[src/rtl/riscv_pkg.sv]
// riscv_pkg: basic RISC-V architectural types shared by the fetch stage.
//   XLEN      - architectural address width
//   addr_t    - instruction/data address type
//   ADDR_ZERO - all-zero address constant
package riscv_pkg;

  localparam int XLEN = 32;

  typedef logic [XLEN-1:0] addr_t;

  localparam addr_t ADDR_ZERO = {XLEN{1'b0}};

endpackage

[src/rtl/tortoise_pkg.sv]
// tortoise_pkg: core-level configuration and types for the tortoise front end.
//   RAS_DEPTH     - number of entries in the return address stack
//   ras_state_e   - states of the RAS sequencer (CLEAR, RUN, OFF)
//   ret_addr_calc - link address of a call: pc + 2 (compressed) or pc + 4
package tortoise_pkg;

  localparam int RAS_DEPTH = 4;

  typedef enum logic [1:0] {
    CLEAR = 2'd0,
    RUN   = 2'd1,
    OFF   = 2'd2
  } ras_state_e;

  // Link address; the sum is taken at address width so a carry out wraps.
  function automatic riscv_pkg::addr_t ret_addr_calc(input riscv_pkg::addr_t pc,
                                                     input logic rvc);
    riscv_pkg::addr_t step;
    step = rvc ? riscv_pkg::addr_t'(2'd2) : riscv_pkg::addr_t'(3'd4);
    return pc + step;
  endfunction

endpackage

[src/rtl/ras_ctrl.sv]
// ras_ctrl: sequencer for the fetch-stage return address stack.
// Turns predecoded call/return flags into push/pop/replace/flush commands,
// supplies the predicted return target, tracks stack occupancy and clears
// the stack after reset, flushes and re-enable.
// Ports:
//   clk_i, rst_i                   clock, synchronous active-high reset
//   flush_i, enable_i              pipeline redirect, CSR prediction enable
//   fetch_valid_i / fetch_ready_o  instruction handshake
//   is_call_i, is_ret_i, is_rvc_i  predecoded flags, pc_i instruction address
//   ras_push_o, ras_pop_o, ras_ret_addr_o, ras_flush_o  stack commands
//   ras_valid_i, ras_top_i         stack top
//   pred_valid_o, pred_target_o    return prediction to fetch
//   occupancy_o                    tracked entry count, 0..DEPTH
module ras_ctrl
  import riscv_pkg::*;
  import tortoise_pkg::*;
#(
  parameter int DEPTH = RAS_DEPTH
) (
  input  logic                       clk_i,
  input  logic                       rst_i,
  input  logic                       flush_i,
  input  logic                       enable_i,
  input  logic                       fetch_valid_i,
  output logic                       fetch_ready_o,
  input  logic                       is_call_i,
  input  logic                       is_ret_i,
  input  logic                       is_rvc_i,
  input  addr_t                      pc_i,
  output logic                       ras_push_o,
  output logic                       ras_pop_o,
  output addr_t                      ras_ret_addr_o,
  output logic                       ras_flush_o,
  input  logic                       ras_valid_i,
  input  addr_t                      ras_top_i,
  output logic                       pred_valid_o,
  output addr_t                      pred_target_o,
  output logic [$clog2(DEPTH+1)-1:0] occupancy_o
);

  localparam int OCC_W = $clog2(DEPTH + 1);

  localparam logic [OCC_W-1:0] OCC_ZERO = {OCC_W{1'b0}};
  localparam logic [OCC_W-1:0] OCC_ONE  = OCC_W'(1'b1);
  localparam logic [OCC_W-1:0] OCC_MAX  = OCC_W'(DEPTH);

  ras_state_e       state_r;
  ras_state_e       state_s;
  logic [OCC_W-1:0] occ_r;
  logic [OCC_W-1:0] occ_s;
  logic             accept_s;
  logic             ret_ok_s;

  // Next-state, occupancy update and combinational stack commands.
  always_comb begin
    state_s        = state_r;
    occ_s          = occ_r;
    accept_s       = 1'b0;
    ret_ok_s       = 1'b0;
    fetch_ready_o  = 1'b0;
    ras_flush_o    = 1'b0;
    ras_push_o     = 1'b0;
    ras_pop_o      = 1'b0;
    ras_ret_addr_o = ADDR_ZERO;
    pred_valid_o   = 1'b0;
    pred_target_o  = ADDR_ZERO;

    case (state_r)
      CLEAR: begin
        ras_flush_o = 1'b1;
        occ_s       = OCC_ZERO;
        state_s     = enable_i ? RUN : OFF;
      end
      RUN: begin
        // A redirect in flight means this instruction is on the wrong path.
        fetch_ready_o = ~flush_i & ~rst_i;
        accept_s      = fetch_valid_i & fetch_ready_o;
        // Only predict from an entry both the stack and our count agree on.
        ret_ok_s      = is_ret_i & ras_valid_i & (occ_r != OCC_ZERO);
        if (accept_s) begin
          if (is_call_i) begin
            ras_push_o     = 1'b1;
            ras_ret_addr_o = ret_addr_calc(pc_i, is_rvc_i);
          end else begin
            ras_push_o = 1'b0;
          end
          if (ret_ok_s) begin
            ras_pop_o     = 1'b1;
            pred_valid_o  = 1'b1;
            pred_target_o = ras_top_i;
          end else begin
            ras_pop_o = 1'b0;
          end
          // push+pop is a replace: count unchanged. Push saturates because
          // the stack silently drops its oldest entry when full.
          if (is_call_i && !ret_ok_s) begin
            occ_s = (occ_r == OCC_MAX) ? occ_r : occ_r + OCC_ONE;
          end else if (!is_call_i && ret_ok_s) begin
            occ_s = occ_r - OCC_ONE;
          end else begin
            occ_s = occ_r;
          end
        end else begin
          occ_s = occ_r;
        end
        if (!enable_i) begin
          state_s = OFF;
        end else begin
          state_s = RUN;
        end
      end
      OFF: begin
        fetch_ready_o = ~flush_i & ~rst_i;
        // Re-enabling goes through CLEAR so stale entries are discarded.
        if (enable_i) begin
          state_s = CLEAR;
          occ_s   = OCC_ZERO;
        end else begin
          state_s = OFF;
        end
      end
      default: begin
        state_s = CLEAR;
        occ_s   = OCC_ZERO;
      end
    endcase

    // Flush wins over any enable change; counter is zeroed on entry to CLEAR.
    if (flush_i) begin
      state_s = CLEAR;
      occ_s   = OCC_ZERO;
    end else begin
      state_s = state_s;
    end
  end

  // State and occupancy registers with synchronous reset into CLEAR.
  always_ff @(posedge clk_i) begin
    if (rst_i) begin
      state_r <= CLEAR;
      occ_r   <= OCC_ZERO;
    end else begin
      state_r <= state_s;
      occ_r   <= occ_s;
    end
  end

  assign occupancy_o = occ_r;

endmodule

[config.mk]
export PLATFORM = sky130hd
export DESIGN_NAME = ras_ctrl
export DESIGN_NICKNAME = d
export VERILOG_FILES = /design/src/rtl/riscv_pkg.sv /design/src/rtl/tortoise_pkg.sv /design/src/rtl/ras_ctrl.sv
export SDC_FILE = /design/constraint.sdc
export NUM_CORES = 1
export LEC_CHECK = 0
export ABC_AREA = 1
export CORE_UTILIZATION = 37
export CTS_CLUSTER_DIAMETER = 200
export DETAILED_ROUTE_END_ITERATION = 6
export PLACE_DENSITY_LB_ADDON = 0.12
export REMOVE_ABC_BUFFERS = 1
export SYNTH_ARGS = -nofsm -noshare
export SYNTH_HDL_FRONTEND = slang
export SYNTH_SLANG_ARGS = --single-unit
[constraint.sdc]
create_clock -name clk_i -period 9.07 [get_ports clk_i]
set_input_delay 2.721 -clock clk_i [delete_from_list [all_inputs] [get_ports clk_i]]
set_output_delay 2.721 -clock clk_i [all_outputs]
set_load 0.01 [all_outputs]
After elaboration in Yosys (flattened, before gate mapping)
Index checks and enable logic that the tools add are counted.

Output and inout bits: 72. Logic and storage cells: 52. Bits in registers: 5. Bits of input ports: 73.

Eq/ne operators: 7. Multiplexer cells: 24. Bitwise logic cells: 6. Add/sub/neg operators: 3. Reduce and logical (&&, ||, !) cells: 10.

Operators by type and width (count): $mux 32 (6); $add 32x3->32 (1); $mux 3 (6); $mux 1 (8); $ne 3x3->1 const B (2); $pmux 3 s2 (1); $reduce_or 2->1 (3); $and 1x1->1 (4); $mux 2 (2); $ne 2x2->1 const B (2); $pmux 2 s2 (1); $reduce_and 4->1 (1); $add 3x1->3 const B (1); $eq 3x3->1 const B (1); $reduce_bool 3->1 (1); $sub 3x1->3 const B (1); $eq 2x1->1 const B (1); $eq 2x2->1 const B (1); $logic_and 1x1->1 (2); $logic_not 1->1 (2); $logic_not 2->1 (1); $not 1->1 (2).

Logic depth before layout (Yosys ltp)
Depth in word-level cells: 7. Mapped depth: 11. Depth with buffers taken out: 11.

Worst setup path before layout
No wires, ideal clock.

Path type: in2out. Start point: input port is_rvc_i. End point: output port ras_ret_addr_o[17]. Slack: 2.261 ns. Required time: 6.349 ns. Path buffers: 1. Cell stages on the path: 9. Arrival time: 4.088 ns. Cells stage by stage: ha_1 -> inv_1 -> fa_1 -> nor2_4 -> nand2_2 -> nor2_4 -> buf_6 -> a21oi_1 -> nor2_1.

Longest elaborated chain between the ends: 5.

RTL lines: start, declared (line ras_ctrl.sv:28) `input logic is_rvc_i,`; $mux 3 (line tortoise_pkg.sv:19) `step = rvc ? riscv_pkg::addr_t'(2'd2) : riscv_pkg::addr_t'(3'd4);`; $add 32x3->32 (line tortoise_pkg.sv:20) `return pc + step;`; $mux 32 (line ras_ctrl.sv:81) `if (is_call_i) begin`; $mux 32 (line ras_ctrl.sv:80) `if (accept_s) begin`; $mux 32 (line ras_ctrl.sv:68) `case (state_r)`; end, declared (line ras_ctrl.sv:32) `output addr_t ras_ret_addr_o,`.

No other way between the ends.

Worst setup path after layout
Same ends and word-level chain as after synthesis.

==> impl_results.md <==
* Area delta synth->final at 80.45%
* Main synth FF type: dfxtp_1
* Mux cell area share after synthesis at 0%
* First-pass GRT wire length at between 10000 and 15000 µm
* Initial Util at 39.19%
* CTS resizes at 0
* Skew-Pair Late Insertion Delay at 0.22 ns
* Crit-path slowest cell: clkdlybuf4s50_1
* CP Capture Type: primary output
* Synthesized area per cell at 4.780 µm²
* CTS tree: built
* Fmax at 124.8 MHz
* FF+latch count, synth at 5
* H-tree Lvls at 1
* Fin nets at 618
* P_leak at 1.611 nW
* DRC Markers at 0
* Register area share after synthesis at 5.302%
* Synth Area in Compound Gates at slightly below 8%
* Post-Synthesis Cells at 395
* Crit path max-delay family: buffers and inverters
* Largest family of logic cells by synthesized area: simple AND/OR/NAND/NOR gates
* Final count of hold timing violations at 0
* Die W at 73.44 µm
* Status: finished, final reports clean
* Final setup violating endpoints at 0
* Largest net degree at the start of global routing at 34
* Layout cells sized above 1 at 4.673%
* R2r setup slk at about 7.3 ns
* Final period util at 88.31%
* Cell taking the most area after synthesis: nor2_1
* Reg2reg path depth at 10
* Worst-margin pin slew at about 1.1 ns
* Setup TNS at 0 ns
* Clock buffer count from CTS at 3
* Clock transition at the registers of the reported paths at 0.04 ns
* Max Cap Viol at 0
* Worst Path Class, Setup: in -> out
* Simple-Gate Fraction of Synth Area at between 60 and 70%
* Synth Area in Adders at between 6 and 7%
* Critical Path Stages at 10
* Slew HR at a little under a quarter
* DR vias/cell at 4.512
* Setup WS post-layout at 1.060 ns
* XOR/XNOR Fraction of Synth Area at 0.9278%
* Post-synth cell types at 33
* Cell Area, Synth at 1888 µm²
* Largest cells by area after synthesis: nor2_1 22%, nand2_1 21%, inv_1 16%
* Buf/Inv on CP at 3
* Number of global-route vias before repair at 2364
* Detailed Place HPWL at 5572 µm
* # rows at 25
* Post-CTS setup buffers at 0
* Initial drt markers at 143
* Clk sinks at 5
* Antenna violations before repair at 0
* Startpoint types: input port
* Skew final at 0.002120 ns
* CTS max path bufs at 2
* Die Height at between 70 and 80 µm
* Yosys warnings at 0
* Final Critical Period at 8.010 ns
* Fill count at about 460
* Max incr delay on CP at 0.55 ns
* CP Cell Sequence: clkdlybuf4s50_1 -> ha_1 -> inv_1 -> fa_1 -> nor2_4 -> nand2_2 -> nor2_4 -> a21oi_1 -> nor2_1 -> clkdlybuf4s50_1
* Worst slack at placement at 1.068 ns
* CP Data Arrival Time at 5.29 ns
* Post-Route WL at 6586 µm
* Pwr dens at 41.68 nW/µm²
* Worst-path fanout max at 12
* Number of synthesized flops with an enable pin at 0
* ANT nets after route at 0
* Top cell type's share of synthesized area at 22.27%
* GRT Util Overall at 23.85%
* Hold-critical path depth at 1
* Ant. Diodes at 0
* RSZ-0062 raised after global routing: no
* Worst Hold Class: reg -> reg
* Max-slew violations at 0
* I/O pins at 145
* Cts hold-fix bufs at 0
* WL/cell at 10.94 µm
* CP required at 6.35 ns
* Core outline area at between 4000 and 5000 µm²
* Global route total overflow at 0
* Total number of vias at 2716
* Worst vdd ir at 0.06978 mV
* Die area at between 5000 and 6000 µm²
* DRT Pass-1 Iters at 5
* Gp weighted congestion at 0.9909
* Power, Total at roughly 140 µW
* Clk root buf: clkbuf_8
* PortBufs at about 140
* Post-synth ARST share at 0%
through the flow:
stage | hold WS, ns | std cells | instance area [µm²] | utilization, %
floorplan | 0.4489 | 387 | 1837 | -
global placement | 0.4740 | 598 | 3362 | 69.79
detailed placement | 0.4968 | 598 | 3362 | 69.79
CTS | 0.4994 | 602 | 3407 | 70.73
global route | 0.5214 | 602 | 3407 | 70.73
finish | 0.4950 | 602 | 3407 | 70.73
cell type report:
type | instances | area [µm²] | share of cell area, %
clock buffers | 4 | 45.04 | 1.322
repair buffers | 144 | 1441 | 42.31
flip-flops and latches | 5 | 100.1 | 2.938
inverters | 82 | 307.8 | 9.034
multi-input cells | 300 | 1429 | 41.94
well taps | 67 | 83.83 | 2.461
synth_stat cells (3+ instances only):
cell type / number
ha_1: 7
nand4_1: 6
o21ai_0: 5
nand2_2: 7
buf_2: 5
inv_1: 78
nand2_1: 104
inv_2: 3
a21oi_1: 14
nor2_2: 4
nor2_4: 4
nand3_1: 10
nor2_1: 112
nor3_1: 8
dfxtp_1: 5
worst register-to-register path, delay by kind of cell (launching register included):
| family | cells | cell delay (ns) |
|---|---|---|
| adders and majority gates | 2 | 0.75 |
| buffers and inverters | 2 | 0.10 |
| DFF | 1 | 0.45 |
| and+or+nand+nor | 6 | 0.42 |
routing by layer:
metal	up-vias	wire length (µm)	track usage (%)	part of all wire [%]
li1	1459	-	-	-
met1	1167	2859	29.11	43
met2	81	3251	44.44	49
met3	9	410	2.743	6.2
met4	0	65	5.342	0.99
met5	-	0	0	0
registers in the layout, indices dropped and copies added, names as in the netlist:
| signal | count |
|---|---|
| occupancy_o | 3 |
| state_r | 2 |
path summary, 6_finish.rpt:
check | from | endpoint
max reg2reg | occupancy_o[2] | occupancy_o[1]
min | state_r[1] | state_r[0]
max | is_rvc_i | ras_ret_addr_o[17]
min reg2reg | state_r[1] | state_r[0]
cell families (layout without fill, tap and decap cells):
family | Yosys count | after routing
xor gates and xnor gates | 2 | 2
DFF | 5 | 5
buffers and inverters | 90 | 230
AOI/OAI and AO/OA | 27 | 27
adders and majority gates | 9 | 9
and+or+nand+nor | 262 | 262
placed cells by master (no fill, tap or decap), types with 2 or more instances in the layout:
cell type / netlist / routed
inv_2: 3 / 3
nor3_1: 8 / 8
clkdlybuf4s50_1: 0 / 144
nor2_4: 4 / 4
o21ai_0: 5 / 5
nand3_1: 10 / 10
nand4_1: 6 / 6
nor2_2: 4 / 4
dfxtp_1: 5 / 5
a31oi_1: 2 / 2
ha_1: 7 / 7
nand2_2: 7 / 7
a21oi_1: 14 / 14
clkbuf_8: 0 / 3
inv_1: 78 / 78
nand2_1: 104 / 104
o21a_1: 2 / 2
o21ai_1: 2 / 2
nor2_1: 112 / 112
fa_1: 2 / 2
power breakdown:
| group | switching (mW) | total, mW | internal, mW |
|---|---|---|---|
| Combinational | 0.0348 | 0.0758 | 0.0409 |
| Sequential | 0.00115 | 0.0242 | 0.0230 |
| Clock | 0.0118 | 0.0421 | 0.0302 |
| Total | 0.0478 | 0.142 | 0.0942 |
No activity file was read; power rests on OpenSTA's default activity.
